$ cat src/rtl/wino_filter_transform_pipe_if.sv
// Handshake and data bundle for the Winograd F(2,3) filter-transform pipe.
// "slave" is the transform block; "master" is the side that feeds kernels in
// and drains transformed tiles.
interface wino_filter_transform_pipe_if #(
  parameter int WI  = 8,
  parameter int WO  = 12,
  parameter int NCH = 4
);
  localparam int CW = (NCH > 1) ? $clog2(NCH) : 1;

  logic                in_valid;
  logic                in_ready;
  logic                in_mode;
  logic [9*WI-1:0]     filter;
  logic                out_valid;
  logic                out_ready;
  logic [16*WO-1:0]    filter_out;
  logic [CW-1:0]       out_ch;
  logic                out_last;
  logic                out_sat;

  modport master (
    output in_valid, in_mode, filter, out_ready,
    input  in_ready, out_valid, filter_out, out_ch, out_last, out_sat
  );

  modport slave (
    input  in_valid, in_mode, filter, out_ready,
    output in_ready, out_valid, filter_out, out_ch, out_last, out_sat
  );
endinterface

$ cat src/rtl/wino_filter_transform_pipe.sv
// Winograd F(2,3) filter transform U = G*g*G^T, two-stage elastic pipeline.
// Stage 1 applies G down the columns of g, stage 2 applies G^T along the rows
// of the stage-1 result and saturates to WO bits. A bypass bit per beat
// passes the kernel straight through (zero-padded to 4x4).

// One 3-point F(2,3) transform: [a0, (a0+a1+a2)>>>1, (a0-a1+a2)>>>1, a2].
// WU must be wide enough to hold the 3-term sum without overflow.
module wino_f23_lane #(
  parameter int W  = 8,
  parameter int WU = W + 3
) (
  input  logic signed [W-1:0]  a0_i,
  input  logic signed [W-1:0]  a1_i,
  input  logic signed [W-1:0]  a2_i,
  output logic signed [WU-1:0] u0_o,
  output logic signed [WU-1:0] u1_o,
  output logic signed [WU-1:0] u2_o,
  output logic signed [WU-1:0] u3_o
);
  logic signed [WU-1:0] x0, x1, x2, sp, sm;

  assign x0 = {{(WU-W){a0_i[W-1]}}, a0_i};
  assign x1 = {{(WU-W){a1_i[W-1]}}, a1_i};
  assign x2 = {{(WU-W){a2_i[W-1]}}, a2_i};
  assign sp = x0 + x1 + x2;
  assign sm = x0 - x1 + x2;

  // Arithmetic shift: halves round toward -inf.
  assign u0_o = x0;
  assign u1_o = sp >>> 1;
  assign u2_o = sm >>> 1;
  assign u3_o = x2;
endmodule

module wino_filter_transform_pipe #(
  parameter int WI  = 8,
  parameter int WO  = 12,
  parameter int NCH = 4
) (
  input logic                       clk_i,
  input logic                       rst_i,
  wino_filter_transform_pipe_if.slave bus
);
  localparam int CW = (NCH > 1) ? $clog2(NCH) : 1;
  localparam int W1 = WI + 3;                        // stage-1 element width
  localparam int W2 = WI + 5;                        // stage-2 pre-saturation width
  localparam int WX = ((W2 > WO) ? W2 : WO) + 1;     // compare width for clipping
  localparam logic signed [WX-1:0] SMAX = WX'((64'sd1 <<< (WO-1)) - 64'sd1);
  localparam logic signed [WX-1:0] SMIN = ~SMAX;     // -2^(WO-1)
  localparam logic [CW-1:0] CH_LAST = CW'(NCH - 1);

  // ---------------- control ----------------
  logic          s1_v_q, s2_v_q;
  logic          s1_load, s2_load;
  logic [CW-1:0] ch_q;

  // Elastic handshake: stage 2 drains when empty or downstream takes it;
  // stage 1 refills when empty or moving into stage 2.
  always_comb begin
    s2_load      = s1_v_q && (!s2_v_q || bus.out_ready);
    s1_load      = bus.in_valid && (!s1_v_q || s2_load);
    bus.in_ready = !s1_v_q || !s2_v_q || bus.out_ready;
  end

  // Valid bits and channel counter (advances on every accepted beat).
  always_ff @(posedge clk_i) begin
    if (rst_i) begin
      s1_v_q <= 1'b0;
      s2_v_q <= 1'b0;
      ch_q   <= '0;
    end else begin
      if (s1_load)      s1_v_q <= 1'b1;
      else if (s2_load) s1_v_q <= 1'b0;
      if (s2_load)            s2_v_q <= 1'b1;
      else if (bus.out_ready) s2_v_q <= 1'b0;
      if (s1_load) ch_q <= (ch_q == CH_LAST) ? '0 : ch_q + CW'(1);
    end
  end

  // ---------------- stage 1: G * g ----------------
  // g[r][c] lands exactly on filter[(3r+c)*WI +: WI].
  logic [2:0][2:0][WI-1:0] g;
  logic [3:0][2:0][W1-1:0] s1x, s1_d, s1_q;
  logic                    s1_mode_q;
  logic [CW-1:0]           s1_ch_q;

  assign g = bus.filter;

  for (genvar c = 0; c < 3; c++) begin : g_col
    wino_f23_lane #(.W(WI), .WU(W1)) u_lane (
      .a0_i (g[0][c]),
      .a1_i (g[1][c]),
      .a2_i (g[2][c]),
      .u0_o (s1x[0][c]),
      .u1_o (s1x[1][c]),
      .u2_o (s1x[2][c]),
      .u3_o (s1x[3][c])
    );
  end

  // Bypass keeps g sign-extended in rows 0..2 and zeroes row 3.
  always_comb begin
    s1_d = s1x;
    if (bus.in_mode) begin
      for (int r = 0; r < 3; r++)
        for (int c = 0; c < 3; c++)
          s1_d[r][c] = {{3{g[r][c][WI-1]}}, g[r][c]};
      s1_d[3] = '0;
    end
  end

  // Stage-1 payload; only meaningful while s1_v_q is set.
  always_ff @(posedge clk_i) begin
    if (s1_load) begin
      s1_q      <= s1_d;
      s1_mode_q <= bus.in_mode;
      s1_ch_q   <= ch_q;
    end
  end

  // ---------------- stage 2: (G*g) * G^T ----------------
  logic [3:0][3:0][W2-1:0] s2x, s2_pre;
  logic [15:0][WO-1:0]     sat_val;
  logic [15:0]             clip;
  logic signed [WX-1:0]    ext;

  for (genvar k = 0; k < 4; k++) begin : g_row
    wino_f23_lane #(.W(W1), .WU(W2)) u_lane (
      .a0_i (s1_q[k][0]),
      .a1_i (s1_q[k][1]),
      .a2_i (s1_q[k][2]),
      .u0_o (s2x[k][0]),
      .u1_o (s2x[k][1]),
      .u2_o (s2x[k][2]),
      .u3_o (s2x[k][3])
    );
  end

  // Bypass passes stage-1 columns 0..2 through and zeroes column 3.
  always_comb begin
    s2_pre = s2x;
    if (s1_mode_q) begin
      for (int k = 0; k < 4; k++) begin
        for (int j = 0; j < 3; j++)
          s2_pre[k][j] = {{2{s1_q[k][j][W1-1]}}, s1_q[k][j]};
        s2_pre[k][3] = '0;
      end
    end
  end

  // Clip each element to the signed WO range; element (i,j) goes to slot
  // 15-(4i+j) so that (0,0) ends up in the MSBs of filter_out.
  always_comb begin
    sat_val = '0;
    clip    = '0;
    ext     = '0;
    for (int k = 0; k < 4; k++) begin
      for (int j = 0; j < 4; j++) begin
        ext = {{(WX-W2){s2_pre[k][j][W2-1]}}, s2_pre[k][j]};
        if (ext > SMAX) begin
          sat_val[15-(4*k+j)] = SMAX[WO-1:0];
          clip[15-(4*k+j)]    = 1'b1;
        end else if (ext < SMIN) begin
          sat_val[15-(4*k+j)] = SMIN[WO-1:0];
          clip[15-(4*k+j)]    = 1'b1;
        end else begin
          sat_val[15-(4*k+j)] = ext[WO-1:0];
        end
      end
    end
  end

  logic [15:0][WO-1:0] fo_q;
  logic [CW-1:0]       och_q;
  logic                olast_q, osat_q;

  // Output registers: change only when a new beat moves in, so they hold
  // steady under backpressure and while out_valid is low.
  always_ff @(posedge clk_i) begin
    if (rst_i) begin
      fo_q    <= '0;
      och_q   <= '0;
      olast_q <= 1'b0;
      osat_q  <= 1'b0;
    end else if (s2_load) begin
      fo_q    <= sat_val;
      och_q   <= s1_ch_q;
      olast_q <= (s1_ch_q == CH_LAST);
      osat_q  <= |clip;
    end
  end

  assign bus.out_valid  = s2_v_q;
  assign bus.filter_out = fo_q;
  assign bus.out_ch     = och_q;
  assign bus.out_last   = olast_q;
  assign bus.out_sat    = osat_q;
endmodule

$ cat src/flat_wrapper.sv
// flat-port wrapper written by rule: the top's interface ports become plain ports
module wino_filter_transform_pipe_flat 
#(
  parameter int WI  = 8,
  parameter int WO  = 12,
  parameter int NCH = 4
)
  (clk_i, rst_i, bus_in_valid, bus_in_mode, bus_filter, bus_out_ready, bus_in_ready, bus_out_valid, bus_filter_out, bus_out_ch, bus_out_last, bus_out_sat);
  wino_filter_transform_pipe_if #(.WI(WI), .WO(WO), .NCH(NCH)) bus_i ();
  input logic clk_i;
  input logic rst_i;
  input wire logic [$bits(bus_i.in_valid)-1:0] bus_in_valid;
  input wire logic [$bits(bus_i.in_mode)-1:0] bus_in_mode;
  input wire logic [$bits(bus_i.filter)-1:0] bus_filter;
  input wire logic [$bits(bus_i.out_ready)-1:0] bus_out_ready;
  output wire logic [$bits(bus_i.in_ready)-1:0] bus_in_ready;
  output wire logic [$bits(bus_i.out_valid)-1:0] bus_out_valid;
  output wire logic [$bits(bus_i.filter_out)-1:0] bus_filter_out;
  output wire logic [$bits(bus_i.out_ch)-1:0] bus_out_ch;
  output wire logic [$bits(bus_i.out_last)-1:0] bus_out_last;
  output wire logic [$bits(bus_i.out_sat)-1:0] bus_out_sat;
  assign bus_i.in_valid = bus_in_valid;
  assign bus_i.in_mode = bus_in_mode;
  assign bus_i.filter = bus_filter;
  assign bus_i.out_ready = bus_out_ready;
  assign bus_in_ready = bus_i.in_ready;
  assign bus_out_valid = bus_i.out_valid;
  assign bus_filter_out = bus_i.filter_out;
  assign bus_out_ch = bus_i.out_ch;
  assign bus_out_last = bus_i.out_last;
  assign bus_out_sat = bus_i.out_sat;
  wino_filter_transform_pipe #(.WI(WI), .WO(WO), .NCH(NCH)) u_core (.clk_i(clk_i), .rst_i(rst_i), .bus(bus_i));
endmodule
$ cat config.mk
export PLATFORM = sky130hd
export DESIGN_NAME = wino_filter_transform_pipe_flat
export DESIGN_NICKNAME = d
export VERILOG_FILES = /design/src/rtl/wino_filter_transform_pipe_if.sv /design/src/rtl/wino_filter_transform_pipe.sv /design/src/flat_wrapper.sv
export SDC_FILE = /design/constraint.sdc
export NUM_CORES = 1
export LEC_CHECK = 0
export CAP_MARGIN = 20
export CORE_ASPECT_RATIO = 1.4
export CORE_MARGIN = 2
export CORE_UTILIZATION = 25
export DETAILED_ROUTE_END_ITERATION = 12
export GPL_TIMING_DRIVEN = 0
export SLEW_MARGIN = 10
export SYNTH_ARGS = -nofsm -noshare
export SYNTH_HDL_FRONTEND = slang
export SYNTH_SLANG_ARGS = --single-unit
$ cat constraint.sdc
create_clock -name clk_i -period 3.3 [get_ports clk_i]
set_clock_uncertainty 0.05 [all_clocks]
set_input_delay 0.33 -clock clk_i [delete_from_list [all_inputs] [get_ports clk_i]]
set_output_delay 0.33 -clock clk_i [all_outputs]
set_load 0.05 [all_outputs]
==> results of run 1 <==
power breakdown:
part	leakage (nW)	switching (mW)	internal [mW]
sequential	2.40	0.273	3.81
combinational	7.32	3.53	2.24
clock	0.457	1.41	1.82
how the worst max path moves through the flow:
stage                         start                         end  slack (ps)  cells after the start
2_1_floorplan  u_core.bus.out_valid           u_core.s1_ch_q[0]         140                      4
3_3_place_gp          bus_out_ready             u_core.s1_q[22]        -700                      5
3_5_place_dp          bus_filter[9]             u_core.s1_q[53]        -500                     13
4_1_cts             u_core.s1_q[68]   u_core.bus.filter_out[66]          50                      9
5_1_grt              u_core.s1_q[1]  u_core.bus.filter_out[174]           7                     12
6_report              bus_filter[9]             u_core.s1_q[53]         120                     13
timing repair:
action                     in CTS  in global routing
hold buffers                    0                  0
setup endpoints to repair       0                  7
gates resized for setup         0                  7
buffers inserted                0                  1
per-layer routing:
metal | global-route usage | vias up | share of wire
li1 | - | 7527 | -
met1 | 0.207 | 7749 | 0.37
met2 | 0.335 | 566 | 0.49
met3 | 0.0396 | 177 | 0.069
met4 | 0.126 | 6 | 0.074
met5 | 0 | - | 0.00044
layout make-up:
class | count | area [um^2] | area share
timing repair buffer | 277 | 2790 | 0.118
tap | 960 | 1200 | 0.0507
antenna | 2 | 5.00 | 0.000211
clock buffer | 34 | 774 | 0.0327
clock inverter | 14 | 136 | 0.00576
inverter | 351 | 1320 | 0.0558
multi-input combinational | 1351 | 10400 | 0.437
buffer | 119 | 622 | 0.0263
sequential | 271 | 6480 | 0.273
placed cells by master, fill, tap and decap left out, drive strengths merged, types with 79 or more instances in the layout:
cell           instances
inv                  351
clkdlybuf4s50        274
nand2                205
dfxtp                166
a21oi                165
nor2                 149
ha                   131
fa                   116
edfxtp               105
o21ai                102
nor3                  85
buf                   79
through the flow:
stage / hold slack (ps) / worst slack, ps / cell area (um^2)
floorplan: 379 / 144 / 18700
global placement: 384 / -696 / 22700
CTS: 284 / 48.0 / 23600
finish: 304 / 122 / 23700
global route: 295 / 7.25 / 23700
detailed placement: 389 / -501 / 22700
cell usage after synthesis (4+ instances only):
cell type,count
sky130_fd_sc_hd__inv_1,351
sky130_fd_sc_hd__nand2_1,204
sky130_fd_sc_hd__dfxtp_1,166
sky130_fd_sc_hd__a21oi_1,162
sky130_fd_sc_hd__nor2_1,149
sky130_fd_sc_hd__ha_1,131
sky130_fd_sc_hd__fa_1,116
sky130_fd_sc_hd__edfxtp_1,105
sky130_fd_sc_hd__o21ai_0,97
sky130_fd_sc_hd__nor3_1,85
sky130_fd_sc_hd__clkbuf_1,43
sky130_fd_sc_hd__buf_4,35
sky130_fd_sc_hd__a21o_1,30
sky130_fd_sc_hd__xor2_1,30
sky130_fd_sc_hd__buf_2,29
sky130_fd_sc_hd__o21a_1,29
sky130_fd_sc_hd__a211oi_1,28
sky130_fd_sc_hd__xnor2_1,26
sky130_fd_sc_hd__nor2b_1,23
sky130_fd_sc_hd__mux2i_1,22
sky130_fd_sc_hd__o31ai_1,22
sky130_fd_sc_hd__nand2b_1,19
sky130_fd_sc_hd__a31oi_1,16
sky130_fd_sc_hd__buf_1,11
sky130_fd_sc_hd__nand3_1,11
sky130_fd_sc_hd__o211ai_1,10
sky130_fd_sc_hd__a311oi_1,9
sky130_fd_sc_hd__and3_1,6
sky130_fd_sc_hd__nor3b_1,6
sky130_fd_sc_hd__o211a_1,6
sky130_fd_sc_hd__o21bai_1,6
sky130_fd_sc_hd__o31a_1,6
sky130_fd_sc_hd__a21boi_1,5
sky130_fd_sc_hd__nor4b_1,5
sky130_fd_sc_hd__or4_1,5
sky130_fd_sc_hd__mux2_2,4
sky130_fd_sc_hd__nand4b_1,4
sky130_fd_sc_hd__o311a_1,4
sky130_fd_sc_hd__o41ai_1,4
sky130_fd_sc_hd__or2_2,4
sky130_fd_sc_hd__or3_1,4
kinds of logic after synthesis:
| kind of cell | after synthesis | share of synthesized area |
|---|---|---|
| compound gates | 474 | 0.164 |
| xor+xnor | 56 | 0.0262 |
| fa+ha+maj | 247 | 0.211 |
| buf+inv | 470 | 0.103 |
| flops | 271 | 0.346 |
| mux | 27 | 0.0150 |
| simple gates | 547 | 0.134 |
state kept, by name, indices dropped and copies added, names as in the netlist:
name and flops:
u_core.bus.out_valid 1, u_core.s1_mode_q 1, u_core.s1_v_q 1, u_core.bus.out_last 1, u_core.s1_q 102, u_core.bus.out_ch 2, u_core.ch_q 2, u_core.bus.out_sat 1
u_core.s1_ch_q 2, u_core.bus.filter_out 158
==> impl_metrics.env, run 1 <==
export IMPL_outcome="finished, final reports clean"
export IMPL_h_tree_depth=1
export IMPL_worstHoldPathCells=1
export IMPL_setup_viol_count_final=0
export IMPL_synth_lib_cells_used_distinct=81
export IMPL_dp_cells=3328
export IMPL_layout_area_overhead_vs_synth_pct=26.4
export IMPL_finalMaxSlewViolations=0
export IMPL_mean_routed_wirelength_per_cell_um=22.2
export IMPL_rsz0062_at_grt="no"
export IMPL_ff2ff_path_depth=9
export IMPL_layout_cells_non_filler=3379
export IMPL_grt_pass1_wl_um=107000
export IMPL_floorplan_io_pins=275
export IMPL_clock_sinks=271
export IMPL_die_width_um=235
export IMPL_postLayoutCoreUtil=0.320
export IMPL_yosysTopAreaCell="sky130_fd_sc_hd__dfxtp_1"
export IMPL_drt_first_iter_violations=972
export IMPL_fillers=7817
export IMPL_max_slew_worst_pin_slew_ps=1160
export IMPL_tritoncts="yes"
export IMPL_critical_path_reg2reg_startpoint="u_core.s1_q[70]"
export IMPL_async_reset_ff_frac=0
export IMPL_timing_critical_path_cells="clkdlybuf4s50_1, inv_1, fa_1, inv_1, ha_1, inv_1, fa_1, nor2b_1, o21a_1, o21ai_0, a21oi_1, nor4b_1, o31a_1"
export IMPL_worst_hold_startpoint="bus_filter[18]"
export IMPL_ys_flop_type="sky130_fd_sc_hd__dfxtp_1"
export IMPL_irDropWorstVdd_v=0.000403
export IMPL_ys_top_cells_by_area="sky130_fd_sc_hd__dfxtp_1 18%, sky130_fd_sc_hd__edfxtp_1 17%, sky130_fd_sc_hd__fa_1 12%, sky130_fd_sc_hd__ha_1 8.7%, sky130_fd_sc_hd__inv_1 7.0%"
export IMPL_core_region_area_um2=74100
export IMPL_via_count_of_the_first_global_routing_pass=16100
export IMPL_worst_hold_endpoint="u_core.s1_q[24]"
export IMPL_avgSynthCellArea_um2=8.96
export IMPL_timing_critical_path_buf_inv=4
export IMPL_estimated_wirelength_of_the_detail_placed_design_um=62500
export IMPL_globalplace_congestion=0.958
export IMPL_relSlewSlack=0.225
export IMPL_timing_critical_path_to_type="flip-flop"
export IMPL_power_density_nw_per_um2=553
export IMPL_fin_tns_setup_ps=0
export IMPL_post_route_drc_count=0
export IMPL_design_power_total_mw=13.1
export IMPL_grt_antenna_before_repair=4
export IMPL_ys_warnings_count=0
export IMPL_detail_route_wirelength_um=74900
export IMPL_required_ps=3570
export IMPL_cts_reportedPaths_clkPinSlew_ps=70
export IMPL_design_die_area_um2=77200
export IMPL_synth_top_area_share=0.177
export IMPL_critPathLaunchType="primary input"
export IMPL_final_net_count=2721
export IMPL_synth_enable_flop_cells=105
export IMPL_max_cap_violations=0
export IMPL_grt_start_max_net_pins=41
export IMPL_critical_path_class="in -> reg"
export IMPL_final_hold_viol_count=0
export IMPL_cp_data_arrival_time_ps=3450
export IMPL_worst_skew_late_latency_ps=570
export IMPL_grt_remaining_overflow=0
export IMPL_dr_pass1_iters=7
export IMPL_detailroute_via_count=16000
export IMPL_root_buffer="sky130_fd_sc_hd__clkbuf_16"
export IMPL_netlist_instances=2092
export IMPL_setup_reg_to_reg_worst_slack_ps=130
export IMPL_synthesis_nets=2416
export IMPL_min_path_type="in -> reg"
export IMPL_synth_seq_cells=271
export IMPL_floorplan_die_height_um=328
export IMPL_r2r_end="u_core.bus.filter_out[66]"
export IMPL_port_buffers=274
export IMPL_timing_critical_path_fanout_max=2
export IMPL_total_cts_buffers=26
export IMPL_clock_tree_buffer_depth=3
export IMPL_route_detailed_vias_per_inst=4.74
export IMPL_min_period_ps=3180
export IMPL_finalCritPeriodShare=0.963
export IMPL_p_leak_nw=10.2
export IMPL_num_rows=118
export IMPL_drive_above_1_share=0.0662
export IMPL_groute_usage_overall=0.190
export IMPL_critPathMaxStageDelay_ps=630
export IMPL_critical_path_top_cell_by_count="sky130_fd_sc_hd__inv_1"
export IMPL_synthesis_area_um2=18700
export IMPL_floorplan_initialDensity=0.253
export IMPL_worst_path_max_delay_cell="sky130_fd_sc_hd__clkdlybuf4s50_1"
export IMPL_seq_area_frac_synth=0.346
export IMPL_fmax_ghz=0.315
export IMPL_worst_path_dominant_cell_family="adder cells"
export IMPL_ant_nets=0
(Power assumes the default switching activity.)
==> run 2, diff against run 1 <==
==> constraint.sdc (replaced) <==
create_clock -name clk_i -period 3.3 [get_ports clk_i]
set_clock_uncertainty 0.05 [all_clocks]
set_input_delay 0.495 -clock clk_i [delete_from_list [all_inputs] [get_ports clk_i]]
set_output_delay 0.495 -clock clk_i [all_outputs]
set_load 0.05 [all_outputs]
==> run 2 against run 1 <==
Compared with the run above:
- non-clock buffer count did not move
- combinational power barely moved
- total power about the same
- final area about the same
- critical path depth is 3 lower
- worst hold slack improved by 4.9 ps
- first-iteration DRC count up 6.1%
- maximum frequency down 0.31%
- via count shrank 0.33%
==> impl_metrics.env, run 2 (synthesized netlist as in run 1, its figures left out) <==
export IMPL_post_dp_cell_area_um2=22700
export IMPL_final_hold_viol_count=0
export IMPL_floorplan_io_pins=275
export IMPL_floorplan_die_height_um=328
export IMPL_most_frequent_cells_in_the_layout="347 x sky130_fd_sc_hd__inv_1, 272 x sky130_fd_sc_hd__clkdlybuf4s50_1, 203 x sky130_fd_sc_hd__nand2_1"
export IMPL_relSlewSlack=0.230
export IMPL_setup_ws_ps=112
export IMPL_final_net_count=2721
export IMPL_clock_tree_buffer_depth=3
export IMPL_gr_busiest_metal="met2"
export IMPL_root_buffer="sky130_fd_sc_hd__clkbuf_16"
export IMPL_globalplace_congestion=0.958
export IMPL_grt_antenna_before_repair=4
export IMPL_gr_usage_met1=0.207
export IMPL_h_tree_depth=1
export IMPL_critical_path_class="in -> reg"
export IMPL_area_of_combinational_cells_with_multiple_inputs_um2=10400
export IMPL_layout_commonest_cell="sky130_fd_sc_hd__inv_1"
export IMPL_power_density_nw_per_um2=552
export IMPL_design_area_um2=23700
export IMPL_combinational_group_share_of_total_power=0.440
export IMPL_detailroute_via_count=16000
export IMPL_estimated_wirelength_of_the_detail_placed_design_um=62500
export IMPL_cts_hold_fix_buffers=0
export IMPL_postLayoutCoreUtil=0.320
export IMPL_fmax_ghz=0.314
export IMPL_clock_power_share=0.248
export IMPL_via_count_of_the_first_global_routing_pass=16100
export IMPL_cts_reportedPaths_clkPinSlew_ps=70
export IMPL_p_int_mw=7.87
export IMPL_fillers=7818
export IMPL_cp_data_arrival_time_ps=3490
export IMPL_finalCritPeriodShare=0.966
export IMPL_layout_area_seq_um2=6480
export IMPL_p_leak_nw=10.2
export IMPL_ant_nets=0
export IMPL_dr_pass1_iters=6
export IMPL_grt_remaining_overflow=0
export IMPL_global_route_usage_met2=0.335
export IMPL_rsz0062_at_grt="no"
export IMPL_floorplan_initialDensity=0.253
export IMPL_max_slew_worst_pin_slew_ps=1160
export IMPL_die_width_um=235
export IMPL_outcome="finished, final reports clean"
export IMPL_critPathLaunchType="primary input"
export IMPL_groute_usage_overall=0.190
export IMPL_irDropWorstVdd_v=0.000408
export IMPL_min_path_type="in -> reg"
export IMPL_timing_critical_path_fanout_max=4
export IMPL_post_route_drc_count=0
export IMPL_largest_register_ffs=158
export IMPL_max_cap_violations=0
export IMPL_setup_viol_count_final=0
export IMPL_total_cts_buffers=26
export IMPL_min_period_ps=3190
export IMPL_swShare=0.399
export IMPL_clock_sinks=271
export IMPL_grt_start_max_net_pins=41
export IMPL_timing_critical_path_to_type="flip-flop"
export IMPL_tritoncts="yes"
export IMPL_num_rows=118
export IMPL_share_seq_of_total_power=0.312
export IMPL_grt_pass1_wl_um=107000
export IMPL_core_region_area_um2=74100
export IMPL_p_switching_mw=5.22
export IMPL_drt_first_iter_violations=1031
export IMPL_fin_tns_setup_ps=0
export IMPL_grt_util_met3=0.0396
export IMPL_port_buffers=274
export IMPL_preCtsSetupSlack_ps=-666
export IMPL_detail_route_wirelength_um=74800
export IMPL_finalMaxSlewViolations=0
export IMPL_worst_skew_late_latency_ps=570
export IMPL_required_ps=3600
export IMPL_route_detailed_vias_per_inst=4.73
export IMPL_layout_area_overhead_vs_synth_pct=26.4
export IMPL_drive_above_1_share=0.0674
export IMPL_design_die_area_um2=77200
export IMPL_mean_routed_wirelength_per_cell_um=22.2
[run 2: layout make-up]
cell class,instances,share of cell area
multi-input combinational,1351,0.437
sequential,271,0.273
antenna,2,0.000211
inverter,351,0.0558
tap,960,0.0507
clock buffer,34,0.0327
buffer,119,0.0262
timing repair buffer,277,0.118
clock inverter,14,0.00576
[run 2: final timing paths]
path                              start                         end  slack (ps)  cells past startpoint
min                      bus_filter[10]             u_core.s1_q[13]         310                      1
min reg2reg  u_core.bus.filter_out[166]  u_core.bus.filter_out[166]         400                      1
max reg2reg              u_core.s1_q[2]  u_core.bus.filter_out[162]         130                      9
max                       bus_filter[2]             u_core.s1_q[73]         110                     10
[run 2: timing repair]
item                       CTS  global route
pin swaps                    0             1
buffers inserted             0             1
resized for setup            1            11
setup endpoints to repair    1             9
[run 2: metal layers]
metal / part of all wire / vias up
met5: 0.00044 / -
met4: 0.073 / 6
met3: 0.066 / 174
met2: 0.49 / 545
met1: 0.37 / 7718
li1: - / 7529
[run 2: power groups by stage]
stage	Clock (mW)	Combinational, mW	Sequential (mW)
after CTS	3.28	5.72	4.08
final	3.24	5.77	4.08
after floorplan	0	3.60	4.53
after global routing	3.39	6.30	4.11
after global placement	0	5.63	4.16
after detailed placement	0	5.68	4.15
[run 2: worst max-delay path, cell delays in order]
cell and delay [ps]:
sky130_fd_sc_hd__clkdlybuf4s50_1 520, sky130_fd_sc_hd__inv_1 110, sky130_fd_sc_hd__fa_1 560, sky130_fd_sc_hd__ha_1 380
sky130_fd_sc_hd__nor2b_1 150, sky130_fd_sc_hd__o21ai_0 330, sky130_fd_sc_hd__a21oi_1 190, sky130_fd_sc_hd__o211a_1 290
sky130_fd_sc_hd__o21a_1 180, sky130_fd_sc_hd__o31ai_1 280
[run 2: per-stage QoR]
step                      instances  hold WS [ps]  total power, mW
after detailed placement       3328           389             9.83
after CTS                      3376           406             13.1
after global routing           3378           301             13.8
after global placement         3326           384             9.79
after floorplan                2092           384             8.13
final                          3379           308             13.1
==> run 3, diff against run 2 <==
--- a/config.mk
+++ b/config.mk
@@ -11,6 +11,8 @@
 export CORE_UTILIZATION = 25
 export DETAILED_ROUTE_END_ITERATION = 12
 export GPL_TIMING_DRIVEN = 0
+export PLACE_DENSITY = 0.42
+export RECOVER_POWER = 50
 export SLEW_MARGIN = 10
 export SYNTH_ARGS = -nofsm -noshare
 export SYNTH_HDL_FRONTEND = slang
==> run 3 against run 2 <==
Compared with the run above:
- maximum frequency decreased by 0.73%
- die area unchanged
- final cell count is 0.33% higher
- via count is 0.24% lower
- core utilization increased by 0.14 points
- wire length rose by 8.7%
- total power grew 2.9%
- sequential power up 1%
- worst setup slack got worse by 24 ps
- clock-buffer cell count grew 8
- critical path type unchanged
- critical endpoint is now u_core.s1_q[64]
- largest cell class unchanged
==> impl_metrics.env, run 3 (synthesized netlist as in run 1, its figures left out) <==
export IMPL_post_dp_cell_area_um2=22800
export IMPL_drt_first_iter_violations=977
export IMPL_floorplan_io_pins=275
export IMPL_layout_area_overhead_vs_synth_pct=27.0
export IMPL_groute_usage_overall=0.208
export IMPL_dp_cells=3329
export IMPL_required_ps=3600
export IMPL_min_path_type="in -> reg"
export IMPL_preCtsSetupSlack_ps=-1010
export IMPL_layout_commonest_cell="sky130_fd_sc_hd__inv_1"
export IMPL_grt_pass1_wl_um=116000
export IMPL_timing_critical_path_cells="clkdlybuf4s50_1, inv_1, fa_1, inv_1, ha_1, inv_1, fa_1, nor2b_1, o21a_1, o21ai_0, a21oi_1, nor4b_1, o31a_1"
export IMPL_power_density_nw_per_um2=566
export IMPL_grt_start_max_net_pins=37
export IMPL_via_count_of_the_first_global_routing_pass=16200
export IMPL_cp_data_arrival_time_ps=3510
export IMPL_design_power_total_mw=13.5
export IMPL_fin_worst_hold_slack_ps=230
export IMPL_num_rows=118
export IMPL_finalMaxSlewViolations=0
export IMPL_mean_routed_wirelength_per_cell_um=24.0
export IMPL_detail_route_wirelength_um=81300
export IMPL_design_die_area_um2=77200
export IMPL_largest_register_ffs=158
export IMPL_h_tree_depth=1
export IMPL_worst_path_max_delay_cell="sky130_fd_sc_hd__fa_1"
export IMPL_total_cts_buffers=30
export IMPL_globalplace_congestion=0.907
export IMPL_final_hold_viol_count=0
export IMPL_post_route_drc_count=0
export IMPL_setup_ws_ps=88.5
export IMPL_fin_tns_setup_ps=0
export IMPL_worst_hold_startpoint="bus_filter[10]"
export IMPL_clock_tree_buffer_depth=3
export IMPL_outcome="finished, final reports clean"
export IMPL_grt_antenna_before_repair=2
export IMPL_root_buffer="sky130_fd_sc_hd__clkbuf_16"
export IMPL_setup_reg_to_reg_worst_slack_ps=130
export IMPL_detailroute_via_count=15900
export IMPL_timing_critical_path_to_type="flip-flop"
export IMPL_max_slew_worst_pin_slew_ps=1250
export IMPL_port_buffers=274
export IMPL_setup_viol_count_final=0
export IMPL_finalCritPeriodShare=0.973
export IMPL_floorplan_initialDensity=0.253
export IMPL_die_width_um=235
export IMPL_core_region_area_um2=74100
export IMPL_worst_skew_late_latency_ps=620
export IMPL_dr_pass1_iters=5
export IMPL_postLayoutCoreUtil=0.321
export IMPL_worstHoldPathCells=1
export IMPL_critical_path_top_cell_by_count="sky130_fd_sc_hd__inv_1"
export IMPL_ff2ff_path_depth=10
export IMPL_fmax_ghz=0.311
export IMPL_estimated_wirelength_of_the_detail_placed_design_um=67300
export IMPL_relSlewSlack=0.166
export IMPL_max_cap_violations=0
export IMPL_clock_sinks=271
export IMPL_grt_remaining_overflow=0
export IMPL_timing_critical_path_fanout_max=3
export IMPL_route_detailed_vias_per_inst=4.70
export IMPL_tritoncts="yes"
export IMPL_drive_above_1_share=0.0667
export IMPL_critical_path_class="in -> reg"
export IMPL_most_frequent_cells_in_the_layout="348 x sky130_fd_sc_hd__inv_1, 203 x sky130_fd_sc_hd__nand2_1, 185 x sky130_fd_sc_hd__clkdlybuf4s50_1"
export IMPL_min_period_ps=3210
export IMPL_cts_hold_fix_buffers=0
export IMPL_irDropWorstVdd_v=0.000388
export IMPL_final_net_count=2728
export IMPL_cts_reportedPaths_clkPinSlew_ps=60
export IMPL_design_area_um2=23800
export IMPL_critical_path_reg2reg_startpoint="u_core.s1_q[123]"
export IMPL_p_leak_nw=10.4
export IMPL_critPathMaxStageDelay_ps=510
export IMPL_critPathLaunchType="primary input"
export IMPL_layout_cells_non_filler=3390
export IMPL_ant_nets=0
export IMPL_worst_hold_endpoint="u_core.s1_q[13]"
export IMPL_floorplan_die_height_um=328
export IMPL_r2r_end="u_core.bus.filter_out[31]"
[run 3: area by class of cell]
type	instances	area (um^2)
plain buffers	119	604
multi-input cells	1351	10400
fillers	7860	50300
well taps	960	1200
clock buffers	42	837
repair buffers	280	2790
flip-flops and latches	271	6480
clock inverters	14	128
inverters	351	1320
diodes	2	5.00
[run 3: worst max path at each step]
| stage | startpoint | endpoint | slack, ps | cells past startpoint |
|---|---|---|---|---|
| global placement | bus_filter[2] | u_core.s1_q[73] | -1040 | 10 |
| floorplan | u_core.bus.out_valid | u_core.s1_ch_q[0] | 140 | 4 |
| global route | u_core.s1_q[123] | u_core.bus.filter_out[31] | -5 | 10 |
| CTS | u_core.s1_q[34] | u_core.bus.filter_out[130] | 20 | 12 |
| finish | bus_filter[65] | u_core.s1_q[64] | 90 | 13 |
| detailed placement | bus_filter[2] | u_core.s1_q[73] | -1010 | 10 |
[run 3: routing by layer]
| layer | track usage | vias up | wire (um) |
|---|---|---|---|
| met4 | 0.0699 | 0 | 2860 |
| met1 | 0.253 | 7826 | 33600 |
| met5 | 0 | - | 0 |
| li1 | - | 7554 | - |
| met3 | 0.0203 | 93 | 3620 |
| met2 | 0.381 | 461 | 41200 |
[run 3: timing repair]
action / CTS / global route
setup buffers: 0 / 3
endpoints found under the setup margin: 10 / 23
pin swaps: 0 / 2
gates resized for setup: 9 / 22
[run 3: worst max-delay path, delay by kind of cell]
kind / cells / cell delay, ps
AOI/OAI and AO/OA: 4 / 760
adders and majority gates: 3 / 1100
buffers and inverters: 4 / 920
and+or+nand+nor: 2 / 210
[run 3: power by group]
| part | switching, mW | internal, mW |
|---|---|---|
| Sequential | 0.318 | 3.81 |
| Combinational | 3.67 | 2.25 |
| Clock | 1.50 | 1.92 |
